==> src/rtl/instr_encoder_loader_pkg.sv <==
// Shared RV32 encoding constants and request codes for the instruction loader.
// The decoder imports the same constants so that the encoder and decoder agree.
package instr_encoder_loader_pkg;

  localparam logic [6:0] OP_LOAD  = 7'b0000011;
  localparam logic [6:0] OP_STORE = 7'b0100011;
  localparam logic [6:0] OP_RTYPE = 7'b0110011;

  localparam logic [2:0] F3_BYTE = 3'b000;
  localparam logic [2:0] F3_WORD = 3'b010;
  localparam logic [2:0] F3_ADD  = 3'b000;

  localparam logic [6:0] F7_ADD = 7'b0000000;
  localparam logic [6:0] F7_SUB = 7'b0100000;
  localparam logic [6:0] F7_MUL = 7'b0000001;

  // addi x0,x0,0
  localparam logic [31:0] NOP_WORD = 32'h0000_0013;

  typedef enum logic [2:0] {
    REQ_LB      = 3'd0,
    REQ_LW      = 3'd1,
    REQ_SB      = 3'd2,
    REQ_SW      = 3'd3,
    REQ_ADD     = 3'd4,
    REQ_SUB     = 3'd5,
    REQ_MUL     = 3'd6,
    REQ_ILLEGAL = 3'd7
  } req_op_e;

  typedef enum logic [1:0] {
    ST_IDLE  = 2'd0,
    ST_WRITE = 2'd1
`ifdef ENC_NOP_PAD_EN
    ,ST_PAD  = 2'd2
`endif
  } state_e;

  function automatic logic is_load(input logic [2:0] op);
    return (op == REQ_LB) || (op == REQ_LW);
  endfunction

endpackage

==> src/rtl/instr_encoder_loader_encode.sv <==
// Combinational RV32 encoder: abstract request fields in, 32-bit machine word out.
// Unused fields of a format are simply not placed into the word.
module instr_encode
  import instr_encoder_loader_pkg::*;
(
  input  logic [2:0]  op,
  input  logic [4:0]  rd,
  input  logic [4:0]  rs1,
  input  logic [4:0]  rs2,
  input  logic [11:0] imm,
  output logic [31:0] word,
  output logic        illegal
);

  always_comb begin
    word    = '0;
    illegal = 1'b0;
    case (op)
      REQ_LB:  word = {imm, rs1, F3_BYTE, rd, OP_LOAD};
      REQ_LW:  word = {imm, rs1, F3_WORD, rd, OP_LOAD};
      REQ_SB:  word = {imm[11:5], rs2, rs1, F3_BYTE, imm[4:0], OP_STORE};
      REQ_SW:  word = {imm[11:5], rs2, rs1, F3_WORD, imm[4:0], OP_STORE};
      REQ_ADD: word = {F7_ADD, rs2, rs1, F3_ADD, rd, OP_RTYPE};
      REQ_SUB: word = {F7_SUB, rs2, rs1, F3_ADD, rd, OP_RTYPE};
      REQ_MUL: word = {F7_MUL, rs2, rs1, F3_ADD, rd, OP_RTYPE};
      default: illegal = 1'b1;
    endcase
  end

endmodule

==> src/rtl/instr_encoder_loader.sv <==
// Boot-time program loader: encodes requests and writes them to sequential imem words.
// Optional load-use NOP padding after loads is enabled with `define ENC_NOP_PAD_EN.
module instr_encoder_loader
  import instr_encoder_loader_pkg::*;
#(
  parameter int AW        = 8,
  parameter int BASE_ADDR = 0
) (
  input  logic          clk,
  input  logic          reset,
  input  logic          req_valid,
  output logic          req_ready,
  input  logic [2:0]    req_op,
  input  logic [4:0]    req_rd,
  input  logic [4:0]    req_rs1,
  input  logic [4:0]    req_rs2,
  input  logic [11:0]   req_imm,
  output logic          imem_we,
  output logic [AW-1:0] imem_addr,
  output logic [31:0]   imem_wdata,
  input  logic          imem_ack,
  output logic          err_illegal,
  output logic          full,
  output logic [AW:0]   word_count
);

  localparam logic [AW-1:0] ADDR_BASE = AW'(BASE_ADDR);
  localparam logic [AW-1:0] ADDR_LAST = '1;

  state_e        state_reg, state_next;
  logic          ready_reg, ready_next;
  logic          we_reg, we_next;
  logic          err_reg, err_next;
  logic          full_reg, full_next;
  logic [AW-1:0] addr_reg, addr_next;
  logic [31:0]   wdata_reg, wdata_next;
  logic [AW:0]   count_reg, count_next;
  logic [31:0]   enc_word;
  logic          enc_illegal;
  logic          accept;
`ifdef ENC_NOP_PAD_EN
  logic          load_reg, load_next;
`endif

  instr_encode u_encode (
    .op      (req_op),
    .rd      (req_rd),
    .rs1     (req_rs1),
    .rs2     (req_rs2),
    .imm     (req_imm),
    .word    (enc_word),
    .illegal (enc_illegal)
  );

  assign accept = (state_reg == ST_IDLE) && req_valid && ready_reg;

  always_comb begin
    state_next = state_reg;
    err_next   = 1'b0;
    full_next  = full_reg;
    addr_next  = addr_reg;
    wdata_next = wdata_reg;
    count_next = count_reg;
`ifdef ENC_NOP_PAD_EN
    load_next  = load_reg;
`endif
    case (state_reg)
      ST_IDLE: begin
        if (accept) begin
          if (enc_illegal) begin
            err_next = 1'b1;
          end else begin
            wdata_next = enc_word;
            state_next = ST_WRITE;
`ifdef ENC_NOP_PAD_EN
            load_next  = is_load(req_op);
`endif
          end
        end
      end
      // WRITE and PAD share the write handshake; ack is only honoured here.
      default: begin
        if (imem_ack) begin
          count_next = count_reg + 1'b1;
          state_next = ST_IDLE;
          if (addr_reg == ADDR_LAST) begin
            full_next = 1'b1;
          end else begin
            addr_next = addr_reg + 1'b1;
          end
`ifdef ENC_NOP_PAD_EN
          if ((state_reg == ST_WRITE) && load_reg && (addr_reg != ADDR_LAST)) begin
            state_next = ST_PAD;
            wdata_next = NOP_WORD;
          end
`endif
        end
      end
    endcase
    we_next = (state_next != ST_IDLE);
    // Ready is withheld for the cycle after a write completes, giving 3 cycles per word.
    ready_next = (state_reg == ST_IDLE) && (state_next == ST_IDLE) && !full_next;
  end

  always_ff @(posedge clk) begin
    if (!reset) begin
      state_reg <= ST_IDLE;
      ready_reg <= 1'b0;
      we_reg    <= 1'b0;
      err_reg   <= 1'b0;
      full_reg  <= 1'b0;
      addr_reg  <= ADDR_BASE;
      wdata_reg <= '0;
      count_reg <= '0;
`ifdef ENC_NOP_PAD_EN
      load_reg  <= 1'b0;
`endif
    end else begin
      state_reg <= state_next;
      ready_reg <= ready_next;
      we_reg    <= we_next;
      err_reg   <= err_next;
      full_reg  <= full_next;
      addr_reg  <= addr_next;
      wdata_reg <= wdata_next;
      count_reg <= count_next;
`ifdef ENC_NOP_PAD_EN
      load_reg  <= load_next;
`endif
    end
  end

  assign req_ready   = ready_reg;
  assign imem_we     = we_reg;
  assign imem_addr   = addr_reg;
  assign imem_wdata  = wdata_reg;
  assign err_illegal = err_reg;
  assign full        = full_reg;
  assign word_count  = count_reg;

endmodule

==> config.mk <==
export PLATFORM = sky130hd
export DESIGN_NAME = instr_encoder_loader
export DESIGN_NICKNAME = d
export VERILOG_FILES = /design/src/rtl/instr_encoder_loader_pkg.sv /design/src/rtl/instr_encoder_loader_encode.sv /design/src/rtl/instr_encoder_loader.sv
export SDC_FILE = /design/constraint.sdc
export NUM_CORES = 1
export LEC_CHECK = 0
export ABC_AREA = 1
export CORE_MARGIN = 1.5
export CORE_UTILIZATION = 39
export CTS_CLUSTER_SIZE = 24
export DETAILED_ROUTE_END_ITERATION = 16
export GPL_ROUTABILITY_DRIVEN = 0
export PLACE_DENSITY_LB_ADDON = 0.08
export SETUP_SLACK_MARGIN = 0.05
export SLEW_MARGIN = 0
export SYNTH_ARGS = -nofsm -noshare
export SYNTH_HDL_FRONTEND = slang
export SYNTH_SLANG_ARGS = --single-unit
==> constraint.sdc <==
create_clock -name clk -period 1.3 [get_ports clk]
set_clock_uncertainty 0.2 [all_clocks]
set_input_delay 0.26 -clock clk [delete_from_list [all_inputs] [get_ports clk]]
set_output_delay 0.26 -clock clk [all_outputs]
set_load 0.02 [all_outputs]
==> results.tsv <==
metric	value	unit
classification of the worst setup path	register to register	
insertion delay of the later-clocked pin in the worst-skew pair	310	ps
IR drop worst, VDD	0.594	mV
capture point of the critical path	imem_wdata[24]	
most frequent cells in the layout	sky130_fd_sc_hd__buf_6 (67), sky130_fd_sc_hd__buf_4 (53), sky130_fd_sc_hd__nand2_1 (47)	
root buf cell	sky130_fd_sc_hd__clkbuf_8	
peak fanout along the critical path	5	
core area	5510	um2
flip-flop count of the largest register, all copies and words added	26	
GRT overflow	0	
area of the die	6150	um2
setup tns final	-2970	ps
detailed router's first-iteration violation count	82	
initial antenna violation count	0	
total number of yosys warnings	0	
share of final-layout standard cells stronger than drive strength 1	57.2	%
Antenna Violating Nets Remaining	0	
number of placed instances with taps included	510	
post-placement cell area	3540	um2
CTS tree	done	
Min-Delay Path Class	register to register	
required time worst endpoint	1300	ps
max-slew violation count	0	
portion of the post-synthesis area used by sequential elements	44.2	%
total detailed-routing wirelength	6890	um
overall fraction of global-route tracks in use	21.5	%
CTS Buffer Depth	2	
busiest grt layer	met2	
DP Wirelength	4340	um
portion of the clock cycle consumed by the worst path in the final layout	111	%
number of buffers added on ports	81	
Layout Utilization	79.2	%
power density of the placed cells	786	nW/um2
height of the die	78.4	um
outcome	complete, but fails checks	
Die W	78.4	um
Crit. End Element	register	
met2 track utilization from global routing	39.0	%
via count	2575	
max capacitance violation total	0	
Layout Cells excl Fill	542	
final-layout worst hold slack	278	ps
number of hold-repair buffers added at the cts stage	0	
highest clock rate	691	MHz
count of state elements after synthesis	49	
Synth Cell Area	2220	um2
DRT Pass-1 Iters	4	
crit path setup slack, layout	-147	ps
Final Net Count	505	
Avg Inst Size Synth	7.05	um2
Mapped Cells	315	
routing usage on met1	25.7	%
worst setup path startpoint	state_reg[1]	
number of buffers created by CTS	5	
DRC violations left	0	
startpoint type of the worst setup path	register	
# clock sinks	49	
failing checks	setup timing	
count of endpoints failing hold in the final timing report	0	
cell leakage power	1.85	nW
via count of the first global-routing pass	2441	
Reg area	1060	um2
Arrival @ worst endpoint	1450	ps
number of distinct library cells after synthesis	26	
pre-CTS worst setup slack	-578	ps
GRT met3 Usage	3.37	%
fill cell total of the finished layout	388	
RSZ-0062 raised after global routing	true	
depth of the worst register-to-register path	7	
first-pass GRT wire length	10700	um
routed via count divided by cell count	4.75	
routed length per placed instance	12.7	um
layout-stage area growth over the synthesis result	96.5	%
startpoint of the worst hold path	imem_wdata[28]	
final period demand of the worst path	1450	ps
antenna diode count	0	
most frequent standard cell in the layout excluding fill and tap cells	sky130_fd_sc_hd__buf_6	
CTS HTree Levels	2	
slack of the worst reg-to-reg path	-150	ps
origin of the critical flop-to-flop path	state_reg[1]	
number of top-level design ports	87	
post-route total power	3.43	mW
Setup-failing EPs final	46	
pin count of the biggest net entering global routing	17	
Placement Rows	27	
effective utilization at floorplan	40.3	%
Clock transition at path regs	100	ps
worst reg2reg endpoint	imem_wdata[24]	
final cell area excluding filler cells	4360	um2
Multi-input gate area	1440	um2
worst min-delay path by stage:
stage                          end  slack (ps)  cells past startpoint
CTS                  imem_wdata[4]         280                      2
finish              imem_wdata[28]         280                      2
detailed placement  imem_wdata[28]         260                      2
global route        imem_wdata[28]         300                      2
global placement    imem_wdata[28]         250                      2
floorplan           imem_wdata[17]         190                      2
power breakdown:
| group | internal (mW) | switching (mW) |
|---|---|---|
| clock network | 0.383 | 0.541 |
| registers | 1.57 | 0.0581 |
| logic | 0.454 | 0.418 |
| total | 2.41 | 1.02 |
Yosys cell counts:
library cell               instances  share of area (%)
sky130_fd_sc_hd__nand2_1          61                 10
sky130_fd_sc_hd__nor2_2            2               0.56
sky130_fd_sc_hd__a21oi_2           1               0.39
sky130_fd_sc_hd__buf_6             2                1.0
sky130_fd_sc_hd__nand3_1          19                4.3
sky130_fd_sc_hd__o21ai_0          33                7.4
sky130_fd_sc_hd__clkinv_1          1               0.17
sky130_fd_sc_hd__conb_1            1               0.17
sky130_fd_sc_hd__o21ai_2           1               0.39
sky130_fd_sc_hd__inv_2             5               0.85
sky130_fd_sc_hd__o21a_1            1               0.34
sky130_fd_sc_hd__ha_1              2                1.1
sky130_fd_sc_hd__dfxtp_1          49                 44
sky130_fd_sc_hd__xnor2_1           1               0.39
sky130_fd_sc_hd__nand2_2           4                1.1
sky130_fd_sc_hd__o21bai_1          1               0.34
sky130_fd_sc_hd__inv_1            24                4.1
sky130_fd_sc_hd__o21ai_1           2               0.45
sky130_fd_sc_hd__nand4_1           3               0.85
sky130_fd_sc_hd__clkbuf_1          4               0.68
sky130_fd_sc_hd__nor3_1            2               0.45
sky130_fd_sc_hd__buf_4             9                3.0
sky130_fd_sc_hd__nor2_4            2                1.0
sky130_fd_sc_hd__nor2_1           59                 10
sky130_fd_sc_hd__a21oi_1          23                5.2
sky130_fd_sc_hd__xor2_1            3                1.2
layout make-up:
type / instances / area share (%)
flip-flops and latches: 49 / 24.2
clock buffers: 5 / 1.58
repair buffers: 158 / 35.8
inverters: 30 / 2.87
clock inverters: 3 / 0.516
multi-input cells: 225 / 32.9
well taps: 72 / 2.07
cells by family (layout without fill, tap and decap cells):
logic type / count (synthesis) / count (layout) / synth area share, %
XOR/XNOR: 4 / 4 / 1.58
adder cells (fa/ha/maj): 2 / 2 / 1.13
AO/OA/AOI/OAI: 62 / 62 / 14.5
other: 1 / 5 / 0.169
AND/OR/NAND/NOR: 152 / 152 / 28.6
buffers and inverters: 45 / 196 / 9.81
flip-flops: 49 / 49 / 44.2
per-layer routing:
| metal | wire (um) | vias up |
|---|---|---|
| met5 | 0 | - |
| met4 | 90 | 0 |
| met3 | 228 | 9 |
| met2 | 3650 | 62 |
| met1 | 2920 | 1195 |
| li1 | - | 1309 |
worst max-delay path, cell delays in order (launching register included):
cell and delay [ps]:
sky130_fd_sc_hd__dfxtp_2 350, sky130_fd_sc_hd__nor2_4 140, sky130_fd_sc_hd__nand2_4 90, sky130_fd_sc_hd__nor2_4 130, sky130_fd_sc_hd__buf_2 160, sky130_fd_sc_hd__o21ai_1 70
sky130_fd_sc_hd__a21oi_1 140, sky130_fd_sc_hd__nor2_1 50
timing repair:
action,4_1_cts,5_1_grt
setup endpoints to repair,96,94
cloned,1,1
buffers inserted,10,13
gates resized for setup,384,76
pin swaps,31,25
hold endpoints to repair,0,0
Power figures use the tool's default switching activity.
